**src/rtl/datamem_fill.sv**
```systemverilog
// datamem_fill: single-port data memory for the load/store stage with a
// req/ready access port, a configurable-latency read pipeline (rvalid
// strobe) and a block-fill engine that writes one value across an
// address range.
//
// Handshake: an access is accepted on a rising edge where req && ready.
// ready is combinational and drops while a fill runs, on the cycle a fill
// is launched, and during reset. The core holds req, we, addr and data_in
// stable until it sees the accept. Read results return on rvalid RD_LAT
// cycles after acceptance, in order, one per accepted read.
module datamem_fill #(
  parameter int DW     = 8,
  parameter int AW     = 8,
  parameter int RD_LAT = 1   // legal range 1..4
) (
  input  logic          clock,
  input  logic          reset,
  input  logic          req,
  input  logic          we,
  input  logic [AW-1:0] addr,
  input  logic [DW-1:0] data_in,
  output logic          ready,
  output logic          rvalid,
  output logic [DW-1:0] data_out,
  input  logic          fill_start,
  input  logic [AW-1:0] fill_base,
  input  logic [AW:0]   fill_len,
  input  logic [DW-1:0] fill_val,
  output logic          busy,
  output logic          done,
  output logic          fsm_state   // debug view of the fill FSM: 0 = IDLE, 1 = FILL
);

  typedef enum logic {IDLE = 1'b0, FILL = 1'b1} state_t;

  state_t state, state_next;

  // Fill parameters captured on the start cycle, plus the write counter.
  logic [AW-1:0] base_q;
  logic [AW:0]   len_q;
  logic [AW:0]   cnt_q;
  logic [DW-1:0] val_q;
  logic          done_q;

  logic [DW-1:0] mem [0:(1<<AW)-1];

  logic [RD_LAT-1:0] vld_q;
  logic [DW-1:0]     dat_q [RD_LAT];

  logic          start_fill;
  logic          start_empty;
  logic          last_write;
  logic          wr_acc;
  logic          rd_acc;
  logic [AW-1:0] fill_addr;

  assign start_fill  = (state == IDLE) && fill_start && (fill_len != '0);
  assign start_empty = (state == IDLE) && fill_start && (fill_len == '0);
  assign last_write  = (state == FILL) && (cnt_q == (len_q - 1'b1));
  assign wr_acc      = req && ready && we;
  assign rd_acc      = req && ready && !we;
  assign fill_addr   = base_q + cnt_q[AW-1:0];   // wraps modulo 2**AW

  // FSM state register.
  always_ff @(posedge clock or posedge reset) begin
    if (reset) state <= IDLE;
    else       state <= state_next;
  end

  // Next-state and handshake outputs.
  always_comb begin
    state_next = state;
    ready      = 1'b0;
    busy       = 1'b0;
    case (state)
      IDLE: begin
        ready = !fill_start && !reset;
        if (start_fill) state_next = FILL;
      end
      FILL: begin
        busy = 1'b1;
        if (last_write) state_next = IDLE;
      end
      default: state_next = IDLE;
    endcase
  end

  // Fill parameter capture, write counter and completion strobe.
  always_ff @(posedge clock or posedge reset) begin
    if (reset) begin
      base_q <= '0;
      len_q  <= '0;
      cnt_q  <= '0;
      val_q  <= '0;
      done_q <= 1'b0;
    end else begin
      done_q <= start_empty || last_write;
      if (start_fill) begin
        base_q <= fill_base;
        len_q  <= fill_len;
        val_q  <= fill_val;
        cnt_q  <= '0;
      end else if (state == FILL) begin
        cnt_q  <= cnt_q + 1'b1;
      end
    end
  end

  // Memory array: contents survive reset; fill and core writes never coincide.
  always_ff @(posedge clock) begin
    if (state == FILL)  mem[fill_addr] <= val_q;
    else if (wr_acc)    mem[addr]      <= data_in;
  end

  // Read pipeline: data is captured at accept, so later writes cannot alter
  // it; each stage only advances with a valid entry so data_out holds.
  always_ff @(posedge clock or posedge reset) begin
    if (reset) begin
      vld_q <= '0;
      for (int k = 0; k < RD_LAT; k++) dat_q[k] <= '0;
    end else begin
      vld_q[0] <= rd_acc;
      if (rd_acc) dat_q[0] <= mem[addr];
      for (int k = 1; k < RD_LAT; k++) begin
        vld_q[k] <= vld_q[k-1];
        if (vld_q[k-1]) dat_q[k] <= dat_q[k-1];
      end
    end
  end

  assign rvalid    = vld_q[RD_LAT-1];
  assign data_out  = dat_q[RD_LAT-1];
  assign done      = done_q;
  assign fsm_state = state;

endmodule

```
**config.mk**
```make
export PLATFORM = sky130hd
export DESIGN_NAME = datamem_fill
export DESIGN_NICKNAME = d
export VERILOG_FILES = /design/src/rtl/datamem_fill.sv
export SDC_FILE = /design/constraint.sdc
export NUM_CORES = 2
export LEC_CHECK = 0
export ABC_AREA = 0
export CAP_MARGIN = 30
export CORE_AREA = 2 2 369 371
export DETAILED_ROUTE_END_ITERATION = 10
export DIE_AREA = 0 0 371 373
export MAX_ROUTING_LAYER = met4
export PLACE_DENSITY_LB_ADDON = 0.1
export SKIP_CTS_REPAIR_TIMING = 1
export SYNTH_ARGS = -nofsm -noshare
export SYNTH_HDL_FRONTEND = slang
export SYNTH_SLANG_ARGS = --single-unit
```
**constraint.sdc**
```tcl
create_clock -name clock -period 5.7 [get_ports clock]
set_input_delay 0.57 -clock clock [delete_from_list [all_inputs] [get_ports clock]]
set_output_delay 0.57 -clock clock [all_outputs]
set_load 0.05 [all_outputs]
```
==> results.md <==
* Slowest CP cell: nor4_2
* Synth top area share at 74.2%
* Placed cell count at a little under 6000
* Die Ht at 373 um
* DIE AREA at 138000 um2
* Final period util at 79.6%
* Synth Cell Area at 82900 um2
* Most common cell on crit path: nand2_2
* Layout net count at about 4400
* Routed vias/inst at 6.90
* Sw frac at 33.7%
* Antenna-violating nets left at 0
* Critical path class: flop to flop
* Vias in the first global route at approximately 43000
* # fillers at 8089
* Total GRT Usage at about a third
* Clock power share at 29.0%
* Logic pwr share at 26.3%
* Leakage Power at 30.3 nW
* Delay-heaviest family, CP: simple AND/OR/NAND/NOR gates
* Max-cap violations at 0
* Post-detailed-routing wire length at 215000 um
* Initial DRC count at ~6600
* DP Area at 87800 um2
* Worst slew margin relative to its limit at 27.1%
* Yosys Warn Count at 0
* RePlAce Congestion at slightly above 0.9
* CP cell instances: nor4b_4, nand2_2, mux2_2, a211oi_4, nand2_2, buf_4, nor4_2
* Layout area overhead at 14.1%
* Final Slew Violations at 0
* WP buf/inv at 1
* Rows at 135
* H-tree levels at 4
* Critical Path Fanout Max at 26
* Num CTS Buffers at 200
* Synth cell types at 67
* Endpoints failing setup at 0
* Design area at approximately 95000 um2
* Number of I/O port buffers at 58
* Ys flop type: edfxtp_1
* Synth Net Count at 4077
* Global-route wire length before repair at a little over 300000 um
* Final cell count without fillers at ~6300
* Initial antenna violation count at 3
* Vias at 43700
* Sequential share of the synthesized area at between 70% and 80%
* Post-synth EDFFs at slightly above 2000
* Die Wd at 371 um
* Initial core utilization at about three fifths
* Critical Path AT at 4.99 ns
* Worst clock skew at 0.0286 ns
* Wire per inst at 34.1 um
* Final min period at 4.54 ns
* Post-synth top area cell: edfxtp_1
* Run status: completed
* Sequential share of power at 44.7%
* CTS tree: done
* Worst min path class: input port to flop
* Ports at 59
* Clock transition at path regs at 0.06 ns
* Largest net degree at the start of global routing at 141
* First-pass detailed-route iteration total at 9
* Pwr dens at 488 nW/um2
* DR DRC count at 0
* Clk sink count at 2093
* FF+latch count, synth at around 2100
* Top cells by instance count after synthesis: edfxtp_1 (2048), mux4_2 (458), mux2i_1 (175), nor4_1 (159), clkbuf_1 (143)
* Sw power at 15.5 mW
* Max Root-Sink Buffers at 3
* Layout cells sized above 1 at 27.8%
* Synth area leaders: edfxtp_1 (74%), mux4_2 (12%), mux2i_1 (2.1%), dfrtp_1 (1.4%), nor4_1 (1.2%)
* Async SR Flop Fraction at 2.15%
* Worst endpoint required time at 6.15 ns
* Syn Inst Count at 4021
* CP Launch Type: flop
* Cell with the most instances after synthesis: edfxtp_1
* Post-detail-place hpwl at 133000 um
* Grt ovf at 0
* RSZ-0062 raised after global routing: false
* Power Internal at 30.6 mW
* FF-to-FF setup slack at between 1 and 1.5 ns
* Final hold violation count at 0
* Critical Path Max Stage Delay at 0.79 ns
* Clock Tree Root: clkbuf_16
* Fmax at 220 MHz
* Crit end category: flop
* Clock latency at the later pin of the worst-skew pair at 0.84 ns
* Mean Syn Cell Area at between 20 and 25 um2
* Worst slew pin tran at 1.09 ns
* Peak supply drop at 659 uV
* Fin util at 70.3%
* Setup tns final at 0 ns
* Placeable Area at 135000 um2
-- power groups by stage --
stage / logic, mW / clock network [mW] / registers, mW
after floorplan: 5.57 / 0 / 21.6
after global placement: 11.5 / 0 / 20.9
after detailed placement: 11.8 / 0 / 20.9
after CTS: 11.8 / 13.5 / 20.6
after global routing: 12.5 / 14.0 / 20.7
final: 12.1 / 13.4 / 20.6
-- state kept, by name (all words and copies together), names as in the netlist --
| signal | count |
|---|---|
| base_q | 8 |
| cnt_q | 9 |
| data_out | 8 |
| done | 1 |
| fsm_state | 1 |
| len_q | 9 |
| mem | 2048 |
| rvalid | 1 |
| val_q | 8 |
-- kinds of logic (layout without fill, tap and decap cells) --
family                   count (synthesis)  count (layout)  synth area share [%]
AO/OA/AOI/OAI                          470             470                  4.12
XOR/XNOR                                21              21                 0.238
adder cells (fa/ha/maj)                 10              10                 0.160
buffers and inverters                  309             831                  1.95
flip-flops                            2093            2093                  75.6
multiplexers                           665             665                  15.0
other                                    0               4                     0
AND/OR/NAND/NOR                        453             453                  2.98
-- worst paths after layout --
check,startpoint,end,cells after the start
max reg2reg,fsm_state,mem[136][5],7
max in group asynchronous,reset,len_q[0],3
min reg2reg,val_q[5],val_q[5],1
min in group asynchronous,reset,data_out[4],3
max,fsm_state,mem[136][5],7
min,fill_val[7],val_q[7],2
-- placed cells by master (no fill, tap or decap), types with 18 or more instances in the layout --
master           Yosys  layout
bufinv_16            0      26
a22oi_1             78      78
mux2_2              32      32
o22ai_1             44      44
a211oi_1           122     122
edfxtp_1          2048    2048
buf_4               26     326
nor2_1              45      44
clkbuf_1           143      43
mux4_2             458     458
dfrtp_1             45      45
o221ai_1            31      31
nand3_1             37      34
clkinv_2             0      39
buf_12               0      32
clkdlybuf4s50_1      0      52
nor4_1             159     112
clkinv_1             0      43
o21ai_0             28      28
nor3_1              30      29
nor4_2               6      53
clkbuf_16            0     204
o211ai_1            18      18
nand2_1            101      91
a21oi_1             59      59
mux2i_1            175     175
-- metal layers --
metal  track usage (%)  part of all wire, %  vias to the layer above
met5                 -                    0                        -
met4              10.3                  3.2                        0
met3              7.14                   11                      380
met2              45.8                   45                     2661
met1              48.5                   40                    22800
li1                  -                    -                    17800
-- area by class of cell --
type                            instances  area (um2)  share of cell area, %
Clock buffer                          249        5290                   5.60
Clock inverter                        123        1300                   1.37
Tap cell                             1781        2230                   2.36
Sequential cell                      2093       62600                   66.2
Timing Repair Buffer                  445        3990                   4.21
Inverter                               14        52.6                 0.0555
Antenna cell                            4        10.0                 0.0106
Multi-Input combinational cell       1619       19100                   20.2
-- per-stage QoR --
step                hold WS [ns]  setup slack, ns  power (mW)
finish                     0.375             1.16        46.1
global route               0.359            0.954        47.3
CTS                        0.328             1.23        45.9
detailed placement         0.503            0.754        32.7
global placement           0.495            0.223        32.4
floorplan                  0.480            0.400        27.2
No activity file was read; power rests on OpenSTA's default activity.
